File: config.mk
export PLATFORM = sky130hd
export DESIGN_NAME = mult_div_unit
export DESIGN_NICKNAME = d
export VERILOG_FILES = /design/src/rtl/mult_div_pkg.sv /design/src/rtl/mult_div_sign_fix.sv /design/src/rtl/mult_div_unit.sv
export SDC_FILE = /design/constraint.sdc
export NUM_CORES = 1
export LEC_CHECK = 0
export CAP_MARGIN = 5
export CORE_UTILIZATION = 50
export CTS_CLUSTER_SIZE = 30
export DETAILED_ROUTE_END_ITERATION = 6
export PLACE_DENSITY_LB_ADDON = 0.15
export SKIP_LAST_GASP = 1
export SLEW_MARGIN = 20
export SYNTH_ARGS = -nofsm -noshare
export SYNTH_HDL_FRONTEND = slang
export SYNTH_SLANG_ARGS = --single-unit
File: constraint.sdc
create_clock -name CLK -period 6.7 [get_ports CLK]
set_input_delay 1.675 -clock CLK [delete_from_list [all_inputs] [get_ports CLK]]
set_output_delay 1.675 -clock CLK [all_outputs]
set_load 0.03 [all_outputs]
File: src/rtl/mult_div_pkg.sv
// Shared definitions for the iterative multiply/divide unit: operation
// encoding, FSM state type and small operation-decode helpers.
package mult_div_pkg;

    localparam logic [1:0] OpMult  = 2'b00;
    localparam logic [1:0] OpMultu = 2'b01;
    localparam logic [1:0] OpDiv   = 2'b10;
    localparam logic [1:0] OpDivu  = 2'b11;

    typedef enum logic [1:0] {
        StIdle = 2'b00,
        StCalc = 2'b01,
        StFix  = 2'b10
    } state_e;

    function automatic logic op_is_signed(input logic [1:0] op);
        return (op == OpMult) || (op == OpDiv);
    endfunction

    function automatic logic op_is_div(input logic [1:0] op);
        return (op == OpDiv) || (op == OpDivu);
    endfunction

endpackage

File: src/rtl/mult_div_sign_fix.sv
// Conditional two's-complement negate, used when writing back signed results.
module mult_div_sign_fix #(
    parameter int unsigned WIDTH = 64
) (
    input  logic [WIDTH-1:0] value_i,
    input  logic             neg_i,
    output logic [WIDTH-1:0] value_o
);

    // Negate only when the recorded result sign asks for it.
    always_comb begin
        value_o = neg_i ? -value_i : value_i;
    end

endmodule

File: src/rtl/mult_div_unit.sv
// Iterative radix-2 multiply/divide unit with architectural HI/LO registers.
// Divide support (DIV/DIVU) is built only when MULT_DIV_UNIT_DIVIDE_EN is
// defined; otherwise divide requests raise ILLEGAL_OP for one cycle.
module mult_div_unit
    import mult_div_pkg::*;
#(
    parameter int unsigned DATA_WIDTH = 32
) (
    input  logic                  CLK,
    input  logic                  RST,
    input  logic                  START,
    input  logic [1:0]            OP,
    input  logic [DATA_WIDTH-1:0] OPERAND_A,
    input  logic [DATA_WIDTH-1:0] OPERAND_B,
    input  logic                  HI_WE,
    input  logic                  LO_WE,
    input  logic [DATA_WIDTH-1:0] WR_DATA,
    output logic [DATA_WIDTH-1:0] HI_OUT,
    output logic [DATA_WIDTH-1:0] LO_OUT,
    output logic                  BUSY,
    output logic                  DONE,
    output logic                  DIV_ZERO,
    output logic                  ILLEGAL_OP
);

    localparam int unsigned W    = DATA_WIDTH;
    localparam int unsigned CntW = $clog2(DATA_WIDTH + 1);
    localparam logic [CntW-1:0] LastStep = CntW'(DATA_WIDTH - 1);
`ifdef MULT_DIV_UNIT_DIVIDE_EN
    localparam bit DivEn = 1'b1;
`else
    localparam bit DivEn = 1'b0;
`endif

    state_e          state_q, state_d;
    logic [CntW-1:0] cnt_q, cnt_d;
    logic [W-1:0]    b_q, b_d;
    logic [W-1:0]    work_hi_q, work_hi_d;
    logic [W-1:0]    work_lo_q, work_lo_d;
    logic [W-1:0]    hi_q, hi_d;
    logic [W-1:0]    lo_q, lo_d;
    logic            neg_lo_q, neg_lo_d;
    logic            done_q, done_d;
    logic            dz_q, dz_d;
    logic            ill_q, ill_d;

    logic            a_neg, b_neg;
    logic [W-1:0]    a_mag, b_mag;
    logic [W:0]      mul_sum;
    logic [2*W-1:0]  main_fixed;

`ifdef MULT_DIV_UNIT_DIVIDE_EN
    logic            is_div_q, is_div_d;
    logic            neg_hi_q, neg_hi_d;
    logic [W:0]      div_shift;
    logic [W-1:0]    div_diff;
    logic            div_ge;
    logic [W-1:0]    rem_fixed;
`endif

    // Operands are held as magnitudes; signs are only re-applied at writeback.
    always_comb begin
        a_neg = op_is_signed(OP) & OPERAND_A[W-1];
        b_neg = op_is_signed(OP) & OPERAND_B[W-1];
        a_mag = a_neg ? -OPERAND_A : OPERAND_A;
        b_mag = b_neg ? -OPERAND_B : OPERAND_B;
    end

    // Shift-add step: multiplier bits drain out of work_lo as the product fills in.
    always_comb begin
        mul_sum = {1'b0, work_hi_q} + (work_lo_q[0] ? {1'b0, b_q} : '0);
    end

`ifdef MULT_DIV_UNIT_DIVIDE_EN
    // Restoring step: the partial remainder is always below the divisor, so W bits suffice.
    always_comb begin
        div_shift = {work_hi_q, work_lo_q[W-1]};
        div_ge    = div_shift >= {1'b0, b_q};
        div_diff  = div_shift[W-1:0] - b_q;
    end

    mult_div_sign_fix #(
        .WIDTH(W)
    ) u_rem_fix (
        .value_i(work_hi_q),
        .neg_i  (neg_hi_q),
        .value_o(rem_fixed)
    );
`endif

    // Low half of a negated 2W value equals the negated low half, so this
    // instance serves both the product and the quotient.
    mult_div_sign_fix #(
        .WIDTH(2 * W)
    ) u_main_fix (
        .value_i({work_hi_q, work_lo_q}),
        .neg_i  (neg_lo_q),
        .value_o(main_fixed)
    );

    // Next-state and datapath control for IDLE -> CALC -> FIX.
    always_comb begin
        state_d   = state_q;
        cnt_d     = cnt_q;
        b_d       = b_q;
        work_hi_d = work_hi_q;
        work_lo_d = work_lo_q;
        hi_d      = hi_q;
        lo_d      = lo_q;
        neg_lo_d  = neg_lo_q;
        done_d    = 1'b0;
        dz_d      = 1'b0;
        ill_d     = 1'b0;
`ifdef MULT_DIV_UNIT_DIVIDE_EN
        is_div_d  = is_div_q;
        neg_hi_d  = neg_hi_q;
`endif
        unique case (state_q)
            StIdle: begin
                if (START) begin
                    // START always wins over same-edge HI/LO writes.
                    if (op_is_div(OP) && !DivEn) begin
                        ill_d = 1'b1;
                    end else begin
                        state_d   = StCalc;
                        cnt_d     = '0;
                        b_d       = b_mag;
                        work_hi_d = '0;
                        work_lo_d = a_mag;
                        neg_lo_d  = a_neg ^ b_neg;
`ifdef MULT_DIV_UNIT_DIVIDE_EN
                        is_div_d  = op_is_div(OP);
                        neg_hi_d  = a_neg;
`endif
                    end
                end else begin
                    if (HI_WE) hi_d = WR_DATA;
                    if (LO_WE) lo_d = WR_DATA;
                end
            end
            StCalc: begin
                cnt_d = cnt_q + CntW'(1);
`ifdef MULT_DIV_UNIT_DIVIDE_EN
                if (is_div_q) begin
                    work_hi_d = div_ge ? div_diff : div_shift[W-1:0];
                    work_lo_d = {work_lo_q[W-2:0], div_ge};
                end else
`endif
                begin
                    {work_hi_d, work_lo_d} = {mul_sum, work_lo_q[W-1:1]};
                end
                if (cnt_q == LastStep) state_d = StFix;
            end
            StFix: begin
                state_d = StIdle;
                done_d  = 1'b1;
`ifdef MULT_DIV_UNIT_DIVIDE_EN
                if (is_div_q) begin
                    // With a zero divisor the remainder is the dividend magnitude,
                    // and re-applying its sign returns OPERAND_A unchanged.
                    hi_d = rem_fixed;
                    if (b_q == '0) begin
                        lo_d = '1;
                        dz_d = 1'b1;
                    end else begin
                        lo_d = main_fixed[W-1:0];
                    end
                end else
`endif
                begin
                    {hi_d, lo_d} = main_fixed;
                end
            end
            default: state_d = StIdle;
        endcase
    end

    // State and datapath registers, all cleared asynchronously.
    always_ff @(posedge CLK or posedge RST) begin
        if (RST) begin
            state_q   <= StIdle;
            cnt_q     <= '0;
            b_q       <= '0;
            work_hi_q <= '0;
            work_lo_q <= '0;
            hi_q      <= '0;
            lo_q      <= '0;
            neg_lo_q  <= 1'b0;
            done_q    <= 1'b0;
            dz_q      <= 1'b0;
            ill_q     <= 1'b0;
`ifdef MULT_DIV_UNIT_DIVIDE_EN
            is_div_q  <= 1'b0;
            neg_hi_q  <= 1'b0;
`endif
        end else begin
            state_q   <= state_d;
            cnt_q     <= cnt_d;
            b_q       <= b_d;
            work_hi_q <= work_hi_d;
            work_lo_q <= work_lo_d;
            hi_q      <= hi_d;
            lo_q      <= lo_d;
            neg_lo_q  <= neg_lo_d;
            done_q    <= done_d;
            dz_q      <= dz_d;
            ill_q     <= ill_d;
`ifdef MULT_DIV_UNIT_DIVIDE_EN
            is_div_q  <= is_div_d;
            neg_hi_q  <= neg_hi_d;
`endif
        end
    end

    assign HI_OUT     = hi_q;
    assign LO_OUT     = lo_q;
    assign BUSY       = (state_q != StIdle);
    assign DONE       = done_q;
    assign DIV_ZERO   = dz_q;
    assign ILLEGAL_OP = ill_q;

endmodule

# Yosys cells after proc, flatten, opt, wreduce, memory -nomap -nowiden
# Cells that the tools add are included.
# word_totals
wordCells	69
register_bits	171
# classes
add_sub_neg	5
n_mux	27
n_reduce_logical	12
n_eq_ne	11
n_bitwise	4
# op_table
cell	n
two-way mux 32 bit	11
one-hot mux 32 bit (2 select lines)	4
two-way mux 64 bit	1
negation 32 bit	2
negation 64 bit	1
adder 32 x 32 -> 33 bit	1
AND reduction 3 bit	5
two-way mux 6 bit	2
!= test 2 bit (second input constant)	6
one-hot mux 6 bit (2 select lines)	1
adder 6 x 1 -> 6 bit (second input constant)	1
equality test 2 bit (second input constant)	3
equality test 6 x 5 -> 1 bit (second input constant)	1
two-way mux 2 bit	3
nonzero test 2 bit	3
logical NOT 2 bit	2
two-way mux 1 bit	4
one-hot mux 2 bit (2 select lines)	1
bitwise AND 1 bit	2
equality test 2 x 1 -> 1 bit (second input constant)	1
logical OR 1 bit	2
inverter 1 bit	1
bitwise XOR 1 bit	1

# Longest topological paths before layout
# logic_depth
ltp_word	7
ltp_mapped	12
depth_no_buf	10

# By module
# Synthesis repeated with hierarchy kept, for this count alone.
# unflattened
hier_cells	1440
hier_area_um2	11780.0
# by_module_without_submodules
module	instances	seq_area_each_um2	cells_per_inst	area_per_inst_um2
mult_div_unit	1	4279.1	1231	10241.1
mult_div_sign_fix	1	0.0	209	1539.0

# Worst setup path after synthesis
# OpenSTA, ideal clock, no wires.
# synth_timing
kind	input to register
startpoint	input port OPERAND_A[4]
endpoint	register work_lo_q[19]
setup_slack_ns	3.126
arrival_time_ns	3.479
path_buffers	1
required_time_ns	6.605
cell_stages	7
cell_sequence	or4_1 -> or4_1 -> buf_6 -> o41ai_4 -> xnor2_1 -> nor2_1 -> o31ai_1
# synth_between
elab_chain_len	5
# synth_rtl
item	line_no	text
from (decl)	mult_div_unit.sv:13	input logic [DATA_WIDTH-1:0] OPERAND_A,
negation 32 bit	mult_div_unit.sv:65	a_mag = a_neg ? -OPERAND_A : OPERAND_A;
two-way mux 32 bit	mult_div_unit.sv:65	
two-way mux 32 bit	mult_div_unit.sv:122	if (op_is_div(OP) && !DivEn) begin
two-way mux 32 bit	mult_div_unit.sv:120	if (START) begin
one-hot mux 32 bit (2 select lines)	mult_div_unit.sv:118	unique case (state_q)
to (signal assigned)	mult_div_unit.sv:201	work_lo_q <= work_lo_d;
to (decl)	mult_div_unit.sv:39	logic [W-1:0] work_lo_q, work_lo_d;
# Every way passes these cells. The select of a mux whose other input is x is not followed.
# A chain may end at the register's enable or synchronous reset.

# Worst setup path in the final report
# layout_timing
startpoint	input port OPERAND_A[2]
endpoint	register work_lo_q[25]
# The elaborated chain is that of the path after synthesis.

==> impl_metrics.toml <==
[run_status]
status = "complete, but fails checks"
failed_checks = "design-rule violations"

[floorplanning]
die_x_microns = 159.1
row_count = 57
die_h_microns = 159.1
start_util_pct = 50.90
core_sq_um = 24250
die_area_sq_um = 25320
io_pins = 171

[placed_design]
place_area_sq_um = 14130
hpwl_mm = 27.64
gp_congestion = 0.9134
io_buffers = 169

[detailed_routing]
viasPerCell = 6.100
drt-wirelength-per-cell_microns = 19.72
wl_mm = 37.17
vias = 11500
drc = 2
firstDrtPassIters = 7
first_iter_violations = 1006
final_antenna_net_count = 0

[timing]
rsz0062_at_grt = "no"
finalSetupTns_ps = 0
hold_viol = 0
maxSlewHeadroom_pct = 27.81
setup_viol = 0
fin_skew_ps = 12.84
finalCritPeriodShare_pct = 58.32
tightest_slew_ps = 1082
final_max_slew_viol_count = 0
timing.fmax_mhz = 255.9
min_period_ps = 3907
holdWs_ps = 473.8

[clock_network]
cts.path.max_buffers = 2
clock_latency_ps = 440
root_buffer = "clkbuf_16"
cts_setup_buffers = 0
numCtsBuffers = 17
ctsHtreeMaxLevel = 4
cts_hold_buf = 0
tritoncts = "built"
cts_resized = 0
clock-sinks = 171
path_clk_slew_ps = 80

[yosys]
synth_warnings = 0
synth_cell_types = 77
avgSynthCellArea_sq_um = 8.517
synthArstFlopShare_pct = 100.0
synthCells = 1449
synth_edf_count = 0
ys.flop_type = "dfrtp_1"
syn_nets = 1589
ys_ff_latch = 171
synth_area_sq_um = 12340
yosysSeqAreaShare_pct = 34.67

[pwr]
power_density_nw_per_um2 = 474.0
power_frac_comb_pct = 54.6
vdd_drop_max_mv = 0.1812
switchingPower_mw = 3.329
p_leak_nw = 5.685
power.share.clock_pct = 14.6
intPower_mw = 3.650
seqPwrFrac_pct = 30.9
total_power_mw = 6.978
swShare_pct = 47.70

[global_route]
grt_pass1_vias = 10710
grt_max_degree = 99
grt_first_pass_wirelength_mm = 59.67
grt_usage_pct = 29.59
grt_remaining_overflow = 0
antenna_found_initial = 1

[cells_and_area]
final_cell_mix = "dfrtp_1, clkdlybuf4s50_1, nand2_1, a21oi_1, o21ai_0"
final_core_util_pct = 60.71
area_growth_pct = 19.28
drive_gt1_share_pct = 4.936
finalInstanceArea_sq_um = 14720
finish.net_count = 1687
layout_commonest_cell = "dfrtp_1"

[setup_path]
crit_arrival_ps = 4220
required_ps = 7010
path_max_fanout = 8
crit_type = "in -> reg"
start_kind = "input port"
reg2reg_from = "work_lo_q[0]$_DFFE_PP0P_"
end_kind = "register"
startpoint = "OPERAND_A[2]"

[min_path]
hp-class = "reg -> reg"
min_from = "b_q[10]$_DFFE_PP0P_"

[flow_run]
max_cap_viol_count = 0
critical path: stages:
cell             delay [ps]
clkdlybuf4s50_1         510
or4_1                   530
or4_1                   660
nor4_4                  460
a21oi_1                 150
xnor2_1                 150
o21ai_0                  80
power by group through the flow:
| stage | Combinational, mW | Clock, mW | Sequential (mW) |
|---|---|---|---|
| detailed placement | 3.75 | 0 | 2.15 |
| floorplan | 2.42 | 0 | 2.22 |
| finish | 3.81 | 1.02 | 2.15 |
| CTS | 3.77 | 1.03 | 2.13 |
| global route | 4.20 | 1.06 | 2.21 |
| global placement | 3.69 | 0 | 2.13 |
layout make-up:
class / instances / area, sq um
diodes: 1 / 2.502
clock buffers: 19 / 432.9
repair buffers: 178 / 1759
well taps: 324 / 405.4
multi-input cells: 1162 / 7616
inverters: 17 / 70.07
clock inverters: 13 / 152.6
fillers: 2206 / 9527
flip-flops and latches: 171 / 4283
Yosys cell counts (24+ instances only):
master / number / area, sq um
a211oi_1: 67 / 503.0
a21oi_1: 121 / 605.6
and2_1: 36 / 225.2
clkbuf_1: 71 / 266.5
dfrtp_1: 171 / 4279
ha_1: 36 / 450.4
nand2_1: 128 / 480.5
nor2_1: 97 / 364.1
nor2b_1: 57 / 356.6
nor3_1: 24 / 120.1
o21ai_0: 112 / 560.5
o31ai_1: 45 / 337.8
or3_1: 28 / 175.2
xnor2_1: 41 / 359.1
xor2_1: 85 / 744.5
state kept, by name, indices dropped and copies added (netlist names), 2 cells and up:
name,flops
work_lo_q,32
cnt_q,6
b_q,32
work_hi_q,32
LO_OUT,32
state_q,2
HI_OUT,32
cells by family after synthesis:
group,share of synthesized area (%)
multiplexers,1.460
flip-flops,34.67
adder cells (fa/ha/maj),3.812
AND/OR/NAND/NOR,21.76
buffers and inverters,3.852
other,0.03038
AO/OA/AOI/OAI,25.48
XOR/XNOR,8.942
per-stage QoR:
stage | std cells | setup slack (ps)
final | 1885 | 2793
after global placement | 1852 | 2341
after CTS | 1884 | 2818
after global routing | 1884 | 2544
after floorplan | 1449 | 393.2
after detailed placement | 1852 | 2352
metal layers:
layer  vias up  global-route usage (%)  part of all wire, %  wire [microns]
met1      5457                   43.71                   47           17510
met4         0                   6.250                  1.1             423
li1       5544                       -                    -               -
met2       465                   46.21                   45           16630
met3        32                   3.985                  7.0            2606
met5         -                       0                    0               0
final timing paths:
check / endpoint / slack, ps / cells after the start
setup reg to reg: work_hi_q[26]$_DFFE_PP0P_ / 3280 / 9
hold reg to reg: b_q[10]$_DFFE_PP0P_ / 470 / 2
setup / recovery: work_lo_q[25]$_DFFE_PP0P_ / 2790 / 7
hold / removal: b_q[10]$_DFFE_PP0P_ / 470 / 2
max in group asynchronous: work_hi_q[8]$_DFFE_PP0P_ / 3820 / 3
min in group asynchronous: DONE$_DFF_PP0_ / 1790 / 2
(Power assumes the default switching activity.)
==> RTL change 1 (same settings) <==
Take the reset off `b_q`, `hi_q` and `lo_q` and load them in a clocked block of their own.
--- a/src/rtl/mult_div_unit.sv
+++ b/src/rtl/mult_div_unit.sv
@@ -180,11 +180,8 @@
         if (RST) begin
             state_q   <= StIdle;
             cnt_q     <= '0;
-            b_q       <= '0;
             work_hi_q <= '0;
             work_lo_q <= '0;
-            hi_q      <= '0;
-            lo_q      <= '0;
             neg_lo_q  <= 1'b0;
             done_q    <= 1'b0;
             dz_q      <= 1'b0;
@@ -196,11 +193,8 @@
         end else begin
             state_q   <= state_d;
             cnt_q     <= cnt_d;
-            b_q       <= b_d;
             work_hi_q <= work_hi_d;
             work_lo_q <= work_lo_d;
-            hi_q      <= hi_d;
-            lo_q      <= lo_d;
             neg_lo_q  <= neg_lo_d;
             done_q    <= done_d;
             dz_q      <= dz_d;
@@ -210,6 +204,12 @@
             neg_hi_q  <= neg_hi_d;
 `endif
         end
+    end
+
+    always_ff @(posedge CLK) begin
+        b_q  <= b_d;
+        hi_q <= hi_d;
+        lo_q <= lo_d;
     end
 
     assign HI_OUT     = hi_q;
Formal check against the unedited RTL: not equivalent (a bounded check fails within 4 cycles, from zero or initial values and one cycle with RST high).
==> RTL change 1 against the unedited design <==
  * Core utilization rose by 2.3 points
  * Wire length shrank 28%
  * Cell area fell by 10%
  * Synthesized area shrank 13%
  * Count of clock-buffer cells in the layout is 1 higher
  * Setup slack worse by 0.45 ns
  * Non-clock buffer count is 4 higher
  * Sequential cell count unchanged
  * Highest routed layer unchanged
Power is not compared: it rests on default switching activity, and its combinational part moved more than twofold at a synthesized area within 25%.
==> RTL change 1: results (changes against the unedited design) <==
| Metric | Value |
|---|---|
| EDFF count, synth | `96 (+96)` |
| HP Start | `neg_lo_q$_DFFE_PP0P_` |
| Buffer share of cell area | `13.51% (+1.6 points)` |
| Ant diodes | `2 (+1)` |
| Status | `completed` |
| GRT Total Usage | `24.90% (-4.7 points)` |
| Worst Reg-to-Reg Cells | `14 (+5)` |
| Top post-synthesis cells by count | `o21ai_0 (113), a21oi_1 (104), xor2_1 (99)` |
| Final Wtd Congestion | `0.9332 (+2.2%)` |
| Nonclk inv count | `30 (+13)` |
| Clock buf/inv share | `4.422% (+0.44 points)` |
| Internal reg-to-reg setup slack | `2.69 ns (-0.59 ns)` |
| Initial antenna violation count | `2 (+1)` |
| Multi-input combinational area share | `42.64% (-9.1 points)` |
| Largest net degree at the start of global routing | `89 (-10%)` |
| Gate Count Post-Synth | `1113 (-23%)` |
| 1st-iter DRT viols | `656 (-35%)` |
| NumNets Final | `1397 (-17%)` |
| WL met1 | `12390 um (-29%)` |
| Met3 WL | `1653 um (-37%)` |
| CP Max Fanout | `5 (-3)` |
| Seq/total area | `35.94% (+6.8 points)` |
| WHS Endpoint | `neg_lo_q$_DFFE_PP0P_` |
| Top cells by area in the synthesized netlist | `edfxtp_1 (27%), dfrtp_1 (17%), xor2_1 (8.1%)` |
| DRT Wirelength | `26740 um (-28%)` |
| CP arrival | `4.66 ns (+0.44 ns)` |
-- RTL change 1: changes by cell type after synthesis, moves of 13 or more --
cell      change
a21oi_1      -17
edfxtp_1     +96
mux2i_1      -17
a211oi_1     -64
clkbuf_1     -19
nor2_1       -33
nor2b_1      -52
a22oi_1      +19
dfrtp_1      -96
xor2_1       +14
nand2_1      -45
o31ai_1      -13
-- RTL change 1: cells by family after synthesis --
group,Yosys count,share of synthesized area [%]
other,1,0.03496
XOR/XNOR,149,12.17
adder cells (fa/ha/maj),37,4.386
buffers and inverters,87,3.161
multiplexers,1,0.09332
flip-flops,171,44.37
AO/OA/AOI/OAI,359,20.66
AND/OR/NAND/NOR,308,15.13
-- RTL change 1: routing by layer --
metal	vias up	global-route usage [%]
met3	29	3.681
met5	-	0
li1	4384	-
met1	4206	35.31
met2	334	39.11
met4	0	8.041
==> RTL change 2 (same flow settings) <==
Without the edit above. The parameter `DATA_WIDTH` goes from 32 to 64.
--- a/src/rtl/mult_div_unit.sv
+++ b/src/rtl/mult_div_unit.sv
@@ -4,7 +4,7 @@
 module mult_div_unit
     import mult_div_pkg::*;
 #(
-    parameter int unsigned DATA_WIDTH = 32
+    parameter int unsigned DATA_WIDTH = 64
 ) (
     input  logic                  CLK,
     input  logic                  RST,
Interface: changed (5 resized); port bits go from 171 to 331. No check against the original RTL was run, so the function may have changed too.
==> RTL change 2 against the unedited design <==
  * First-iteration DRC count increased to 2.5 times the old value
  * Non-clock buffer count increased by 171
  * Synthesized cell count increased by 92%
  * Setup slack got worse by 1.2 ns
  * Critical endpoint is now b_q[55]$_DFFE_PP0P_
  * Sequential cell count increased by 161
  * Register-to-register slack got worse by 1.5 ns
  * Synthesized area increased by 88%
  * Sequential power increased by 70%
  * Total power increased by 62%
  * Critical path depth increased by 3
  * Cell area increased by 93%
  * Wire length increased by 120%
  * Largest power group unchanged
  * Core utilization increased by 1.7 points
  * Critical path type unchanged
==> RTL change 2: results (changes against the unedited design) <==
| Metric | Value |
|---|---|
| Synth unique cells | `68 (-12%)` |
| Initial DRT Pass Iterations | `6 (-1)` |
| 1st-iter DRT viols | `2564 (+150%)` |
| Fillers | `3973 (+80%)` |
| IO Port Bufs | `329 (+95%)` |
| Fraction of layout cells with a size suffix above 1 | `4.551% (-0.38 points)` |
| Largest net degree at the start of global routing | `141 (+42%)` |
| Sequential cell area | `0.008309 mm^2 (+94%)` |
| Seq/total area | `29.23% (+0.14 points)` |
| Crit path time final | `5.081 ns (+1.173 ns)` |
| Met2 global-route usage | `52.61% (+6.4 points)` |
| Clock buffers | `52 (+33)` |
| Nonclk inv count | `43 (+26)` |
| DP Worst Slack | `1.160 ns (-1.192 ns)` |
| Htree depth | `2 (-2)` |
| P_sw | `4916 uW (+48%)` |
| DRT Wirelength | `82380 um (+120%)` |
| Complex-gate fraction of the synthesized area | `21.29% (-4.2 points)` |
| Clock buf/inv share | `5.375% (+1.4 points)` |
| CP arrival | `5.55 ns (+1.33 ns)` |
| Status | `completed` |
| Final HPWL DP | `61680 um (+120%)` |
| Area occupied by multi-input gates | `0.01415 mm^2 (+86%)` |
| Mux contribution to synthesized area | `4.882% (+3.4 points)` |
| Post-synthesis xor/xnor area fraction | `11.43% (+2.5 points)` |
| Internal reg-to-reg setup slack | `1.76 ns (-1.52 ns)` |
| Number of global-route vias before repair | `21280 (+99%)` |
| CTS buffer count | `40 (+23)` |
| WL met1 | `37030 um (+110%)` |
| Global-route wire length before repair | `125500 um (+110%)` |
| Met3 WL | `5742 um (+120%)` |
| Clock network power share | `22.5% (+7.9 points)` |
| Post-synthesis sequential area ratio | `35.78% (+1.1 points)` |
| GRT Total Usage | `34.24% (+4.6 points)` |
| Met2 WL | `36730 um (+120%)` |
| Top cells by area in the synthesized netlist | `dfrtp_1 (36%), o21ai_0 (8.7%), xnor2_1 (6.3%)` |
| Buffer share of cell area | `12.35% (+0.40 points)` |
| Multi-In Gates | `2237 (+93%)` |
| M1 GR Usage | `49.04% (+5.3 points)` |
| Clock Skews | `0.02142 ns (+0.008585 ns)` |
| Placed cell count | `3561 (+92%)` |
RTL change 2: cell count changes after synthesis, moves of 41 or more:
| cell | change |
|---|---|
| mux2i_1 | +93 |
| a211oi_1 | -41 |
| a22oi_1 | +52 |
| nand2_1 | +258 |
| clkbuf_1 | +78 |
| xor2_1 | +52 |
| xnor2_1 | +125 |
| o21ai_0 | +293 |
| dfrtp_1 | +161 |
RTL change 2: path summary, 6_finish.rpt:
check / startpoint / end / cells after the start
worst max-delay path: OPERAND_B[14] / b_q[55]$_DFFE_PP0P_ / 10
worst min-delay path: b_q[7]$_DFFE_PP0P_ / b_q[7]$_DFFE_PP0P_ / 2
worst max register to register: work_lo_q[0]$_DFFE_PP0P_ / work_hi_q[56]$_DFFE_PP0P_ / 14
worst min register to register: b_q[7]$_DFFE_PP0P_ / b_q[7]$_DFFE_PP0P_ / 2
max in group asynchronous: RST / cnt_q[1]$_DFFE_PP0P_ / 3
min in group asynchronous: RST / work_lo_q[29]$_DFFE_PP0P_ / 2
